**src/rtl/fp32_pkg.sv**
```systemverilog
// Shared fp32 constants, FSM state encoding and helpers for the squarer and
// sum-of-squares stages.
package fp32_pkg;

  localparam int unsigned FP_EXP_W   = 8;
  localparam int unsigned FP_MANT_W  = 23;
  localparam int unsigned FP_BIAS    = 127;
  localparam logic [7:0]  FP_EXP_MAX = 8'hFF;
  localparam logic [31:0] FP_POS_INF = 32'h7F80_0000;
  localparam logic [31:0] FP_ZERO    = 32'h0000_0000;

  typedef enum logic [2:0] {
    ST_IDLE  = 3'd0,
    ST_ALIGN = 3'd1,
    ST_ADD   = 3'd2,
    ST_NORM  = 3'd3,
    ST_EMIT  = 3'd4
  } state_e;

  // Both inf and NaN carry the all-ones exponent.
  function automatic logic is_inf_nan(input logic [31:0] v);
    return v[30:23] == FP_EXP_MAX;
  endfunction

endpackage

```
**src/rtl/fp32_align.sv**
```systemverilog
// Operand alignment for magnitude-only fp32 addition: exponent compare, swap so
// the larger exponent comes first, right shift of the smaller mantissa.
module fp32_align
  import fp32_pkg::*;
(
  input  logic [30:0] a_i,
  input  logic [30:0] b_i,
  output logic [7:0]  exp_o,
  output logic [23:0] mant_big_o,
  output logic [23:0] mant_small_o
);

  logic [7:0]  exp_a, exp_b, exp_s, shamt;
  logic [23:0] mant_a, mant_b, mant_s;
  logic        swap;

  always_comb begin
    exp_a = a_i[30:23];
    exp_b = b_i[30:23];
    // Zero exponent means zero: denormals are flushed, no hidden bit.
    mant_a = (exp_a == 8'd0) ? 24'd0 : {1'b1, a_i[22:0]};
    mant_b = (exp_b == 8'd0) ? 24'd0 : {1'b1, b_i[22:0]};
    swap   = exp_b > exp_a;

    exp_o      = swap ? exp_b : exp_a;
    exp_s      = swap ? exp_a : exp_b;
    mant_big_o = swap ? mant_b : mant_a;
    mant_s     = swap ? mant_a : mant_b;
    shamt      = exp_o - exp_s;

    // Truncating shift; everything shifted out is simply lost.
    mant_small_o = (shamt >= 8'd24) ? 24'd0 : (mant_s >> shamt);
  end

endmodule

```
**src/rtl/sumsq_accum_fsm.sv**
```systemverilog
// Accumulates N_SAMPLES fp32 squares from the upstream squarer with a multi-cycle
// align/add/normalise FSM and emits the window sum with a one-cycle r_o pulse.
module sumsq_accum_fsm
  import fp32_pkg::*;
#(
  parameter int unsigned N_SAMPLES = 4
) (
  input  logic        clk,
  input  logic        rst,
  input  logic [31:0] x,
  input  logic        err_i,
  input  logic        r_i,
  output logic [31:0] sum,
  output logic        err,
  output logic        r_o,
  output logic        busy
);

  localparam int unsigned CntW = $clog2(N_SAMPLES + 1);

  state_e          state_q;
  logic [31:0]     acc_q, b_q, sum_q;
  logic [CntW-1:0] cnt_q;
  logic            err_acc_q, err_q, r_o_q, busy_q;
  logic [7:0]      exp_q;
  logic [23:0]     mant_a_q, mant_b_q;
  logic [24:0]     m25_q;

  logic [7:0]      al_exp;
  logic [23:0]     al_big, al_small;

  fp32_align u_align (
    .a_i          (acc_q[30:0]),
    .b_i          (b_q[30:0]),
    .exp_o        (al_exp),
    .mant_big_o   (al_big),
    .mant_small_o (al_small)
  );

  logic [8:0]      norm_exp;
  logic [22:0]     norm_frac;
  logic            norm_ovf, inf_in;
  logic [31:0]     norm_acc;
  logic [CntW-1:0] cnt_inc;

  always_comb begin
    if (m25_q[24]) begin
      norm_frac = m25_q[23:1];
      norm_exp  = {1'b0, exp_q} + 9'd1;
    end else begin
      norm_frac = m25_q[22:0];
      norm_exp  = {1'b0, exp_q};
    end
    // An infinite accumulator stays infinite for the rest of the window.
    inf_in   = is_inf_nan(acc_q) || is_inf_nan(b_q);
    norm_ovf = norm_exp >= {1'b0, FP_EXP_MAX};
    norm_acc = (inf_in || norm_ovf) ? FP_POS_INF : {1'b0, norm_exp[7:0], norm_frac};
    cnt_inc  = cnt_q + 1'b1;
  end

  always_ff @(posedge clk) begin
    if (rst) begin
      state_q   <= ST_IDLE;
      acc_q     <= FP_ZERO;
      b_q       <= FP_ZERO;
      cnt_q     <= '0;
      err_acc_q <= 1'b0;
      exp_q     <= 8'd0;
      mant_a_q  <= 24'd0;
      mant_b_q  <= 24'd0;
      m25_q     <= 25'd0;
      sum_q     <= FP_ZERO;
      err_q     <= 1'b0;
      r_o_q     <= 1'b0;
      busy_q    <= 1'b0;
    end else begin
      r_o_q <= 1'b0;
      case (state_q)
        ST_IDLE: begin
          if (r_i) begin
            // Negative squares are flagged but added by magnitude.
            b_q       <= {1'b0, x[30:0]};
            err_acc_q <= err_acc_q | err_i | x[31] | is_inf_nan(x);
            state_q   <= ST_ALIGN;
            busy_q    <= 1'b1;
          end
        end
        ST_ALIGN: begin
          exp_q    <= al_exp;
          mant_a_q <= al_big;
          mant_b_q <= al_small;
          state_q  <= ST_ADD;
        end
        ST_ADD: begin
          m25_q   <= {1'b0, mant_a_q} + {1'b0, mant_b_q};
          state_q <= ST_NORM;
        end
        ST_NORM: begin
          acc_q     <= norm_acc;
          err_acc_q <= err_acc_q | norm_ovf;
          cnt_q     <= cnt_inc;
          if (cnt_inc == CntW'(N_SAMPLES)) begin
            state_q <= ST_EMIT;
          end else begin
            state_q <= ST_IDLE;
            busy_q  <= 1'b0;
          end
        end
        ST_EMIT: begin
          sum_q     <= acc_q;
          err_q     <= err_acc_q;
          r_o_q     <= 1'b1;
          acc_q     <= FP_ZERO;
          cnt_q     <= '0;
          err_acc_q <= 1'b0;
          state_q   <= ST_IDLE;
          busy_q    <= 1'b0;
        end
        default: begin
          state_q <= ST_IDLE;
          busy_q  <= 1'b0;
        end
      endcase
    end
  end

  assign sum  = sum_q;
  assign err  = err_q;
  assign r_o  = r_o_q;
  assign busy = busy_q;

endmodule
```
**config.mk**
```make
export PLATFORM = sky130hd
export DESIGN_NAME = sumsq_accum_fsm
export DESIGN_NICKNAME = d
export VERILOG_FILES = /design/src/rtl/fp32_pkg.sv /design/src/rtl/fp32_align.sv /design/src/rtl/sumsq_accum_fsm.sv
export SDC_FILE = /design/constraint.sdc
export NUM_CORES = 1
export LEC_CHECK = 0
export CAP_MARGIN = 30
export CORE_MARGIN = 2
export CORE_UTILIZATION = 54
export CTS_CLUSTER_SIZE = 8
export DETAILED_ROUTE_END_ITERATION = 16
export GPL_ROUTABILITY_DRIVEN = 0
export GPL_TIMING_DRIVEN = 0
export PLACE_DENSITY = 0.87
export SLEW_MARGIN = 20
export SYNTH_ARGS = -nofsm -noshare
export SYNTH_HDL_FRONTEND = slang
export SYNTH_SLANG_ARGS = --single-unit
```
**constraint.sdc**
```tcl
create_clock -name clk -period 5.3 [get_ports clk]
set_input_delay 1.06 -clock clk [delete_from_list [all_inputs] [get_ports clk]]
set_output_delay 1.06 -clock clk [all_outputs]
set_load 0.1 [all_outputs]
```
==> impl_metrics.json <==
{
  "die_h_um": 145,
  "cts_inserted_buffers": 17,
  "synth_cell_types": 82,
  "cts_tree": "yes",
  "grt_max_degree": 18,
  "core_mm2": 0.0195,
  "cts_sinks": 184,
  "grt_pass1_vias": 10500,
  "start_util_pct": 55.1,
  "slowest_delay_ns": 0.45,
  "grtUsageTotal_pct": 32.2,
  "crit_path_frequent_cell": "clkbuf_4",
  "antenna_cells": 0,
  "grt_overflow": 0,
  "p_leak_nw": 4.37,
  "finalPower_mw": 4.18,
  "grt_antenna_before_repair": 0,
  "dp_hpwl_mm": 25.4,
  "slew_headroom_pct": 31.8,
  "insertion_delay_ns": 0.46,
  "endpoint_kind": "flop",
  "wl_per_cell_um": 20.6,
  "r2r-start": "acc_q[29]",
  "post-route-period-util_pct": 97.4,
  "wl_mm": 35.0,
  "drc": 0,
  "layout_setup_ws_ns": 0.137,
  "worstPathMaxFanout": 10,
  "grt_pass1_wl_mm": 54.6,
  "yosys_warnings": 0,
  "worst_pin_slew_ns": 1.02,
  "crit_start": "acc_q[29]",
  "synthCells": 1327,
  "yosysSeqAreaShare_pct": 34.3,
  "num_vias": 11200,
  "die_area_mm2": 0.0210,
  "preCtsSetupSlack_ns": -1.18,
  "max_cap_viol_count": 0,
  "syn_area_mm2": 0.0107,
  "maxSlewViolCount": 0,
  "synth_area_leaders": "dfxtp_1 34%, nand2_1 9.6%, a21oi_1 5.4%",
  "ant_nets": 0,
  "num_io_pins": 71,
  "synth_most_common_cell": "nand2_1",
  "cp-start-kind": "flop",
  "async_reset_ff_share_pct": 0,
  "reg2reg_to": "mant_b_q[6]",
  "rsz0062_at_grt": "no",
  "syn_avg_cell_area_um2": 8.09,
  "synth_top_cell_by_area": "dfxtp_1",
  "rr_worst_depth": 19,
  "critPathKind": "reg -> reg",
  "critPathSlowestCell": "dfxtp_1",
  "htreeDepth": 4,
  "nNetsFinal": 1497,
  "portBuffers": 69,
  "die_w_um": 145,
  "synth_top_area_share_pct": 34.3,
  "cts_root_buf": "clkbuf_16",
  "synthFlopType": "dfxtp_1",
  "synth_seq_cells": 184,
  "arrival_ns": 5.54,
  "dr.pass1.iters": 7,
  "p_per_area_mw_per_mm2": 334,
  "synth-edff-count": 0,
  "rows": 51,
  "syn-num-nets": 1400,
  "rrSetupSlack_ns": 0.14,
  "syn_to_final_growth_pct": 16.7,
  "drive_above_1_share_pct": 10.0,
  "fmax_mhz": 194,
  "finalSetupViolations": 0,
  "hold_viol": 0,
  "detailedRoute.firstIterationViolations": 1711,
  "post_drt_via_cell_ratio": 6.57,
  "cts_buffer_depth": 2,
  "cp.required_ns": 5.68,
  "synth.top_cells.by_count": "274 x nand2_1, 184 x dfxtp_1, 153 x nor2_1",
  "fin_worst_skew_ns": 0.0115,
  "critPathCapture": "mant_b_q[6]",
  "period_minus_slack_ns": 5.16,
  "postCtsHoldBufs": 0,
  "holdWs_ns": 0.455,
  "cts.reportedPaths.clkPinSlew_ns": 0.08,
  "peakVddDrop_mv": 0.280,
  "outcome": "finished clean",
  "path_cells": "inv_1 -> ha_1 -> nand2_1 -> o21a_1 -> a21oi_4 -> buf_6 -> buf_6 -> clkbuf_4 -> mux2_2 -> ha_1 -> clkbuf_4 -> clkbuf_4 -> clkbuf_4 -> mux4_2 -> mux2i_1 -> nor2_1 -> nor3_1 -> o2111ai_1 -> o211ai_1",
  "hp-class": "reg -> reg"
}
## cell usage in the layout (no fill, tap or decap), drive strengths merged, types with 5 or more instances in the layout
cell,instances
nand2b,5
a211oi,36
a22oi,47
clkdlybuf4s50,69
o21a,9
o31ai,10
o2111ai,7
ha,36
xor2,12
a31oi,16
a21o,5
nand4,12
xnor2,15
nand2,274
nor3,26
nor4,10
a311oi,13
clkbuf,96
a21oi,118
mux2,29
nand3,18
o22ai,5
dfxtp,184
nand3b,7
buf,22
nor2b,6
mux4,24
and3,6
o21ai,33
nor2,155
o211ai,15
mux2i,33
inv,27
## metrics by stage
step | cell area (µm²) | cells | TNS [ns] | util, %
2_1_floorplan | 10700 | 1327 | 0 | -
3_3_place_gp | 11800 | 1661 | -14.17 | 60.4
3_5_place_dp | 11800 | 1663 | -18.06 | 60.5
4_1_cts | 12400 | 1695 | 0 | 63.9
5_1_grt | 12500 | 1701 | 0 | 64.3
6_report | 12500 | 1701 | 0 | 64.3
## layer usage
metal	vias to the layer above	share of wire (%)	GRT usage [%]	routed length, µm
met4	0	5.9	18.9	2070
met3	217	13	6.76	4430
met1	5109	37	41.2	13000
li1	4968	-	-	-
met5	-	0	0	0
met2	882	44	50.4	15500
## logic make-up (layout without fill, tap and decap cells)
| group | after synthesis | in the layout | synth area share (%) |
|---|---|---|---|
| AO/OA/AOI/OAI | 340 | 340 | 21.4 |
| XOR/XNOR | 27 | 27 | 2.38 |
| adder cells (fa/ha/maj) | 37 | 37 | 4.38 |
| buffers and inverters | 113 | 222 | 4.48 |
| flip-flops | 184 | 184 | 34.3 |
| multiplexers | 86 | 86 | 11.3 |
| other | 1 | 1 | 0.0349 |
| AND/OR/NAND/NOR | 539 | 539 | 21.8 |
## critical path, delay by kind of cell, from the launching register on
kind	cells	cell delay [ns]
AOI/OAI and AO/OA	4	0.89
adders and majority gates	2	0.75
buffers and inverters	7	1.51
DFF	1	0.45
muxes	3	0.99
and+or+nand+nor	3	0.49
## where the power goes
part / total, mW / leakage [nW] / internal (mW) / switching, mW
sequential: 1.50 / 1.50 / 1.44 / 0.0655
clock: 1.42 / 0.310 / 0.803 / 0.617
combinational: 1.26 / 2.57 / 0.448 / 0.808
## worst min-delay path by stage
| stage | from | end | slack (ns) | cells after the start |
|---|---|---|---|---|
| final | sum[28] | sum[28] | 0.45 | 2 |
| after global routing | sum[24] | sum[24] | 0.48 | 2 |
| after CTS | sum[28] | sum[28] | 0.46 | 2 |
| after detailed placement | sum[28] | sum[28] | 0.45 | 2 |
| after global placement | sum[26] | sum[26] | 0.44 | 2 |
| after floorplan | mant_b_q[17] | mant_b_q[17] | 0.43 | 2 |
## repair_timing
action	4_1_cts	5_1_grt
pin swaps	1	1
resized for setup	8	14
gates cloned	0	0
hold endpoints to repair	0	0
buffers inserted	1	4
setup endpoints to repair	24	21
## area by class of cell
type	instances	area, µm²
clock buffers	17	425
well taps	265	332
multi-input cells	1030	6620
flip-flops and latches	184	3690
clock inverters	14	210
fillers	1506	6940
repair buffers	78	751
inverters	21	78.8
plain buffers	92	415
## state kept, by name, indices dropped and copies added, names as in the netlist
| signal | count |
|---|---|
| mant_a_q | 24 |
| m25_q | 25 |
| r_o | 1 |
| sum | 31 |
| acc_q | 31 |
| err | 1 |
| b_q | 31 |
| cnt_q | 3 |
| state_q | 3 |
| exp_q | 8 |
| mant_b_q | 24 |
| busy | 1 |
| err_acc_q | 1 |
Note: power is estimated with default switching activity, not from simulation.
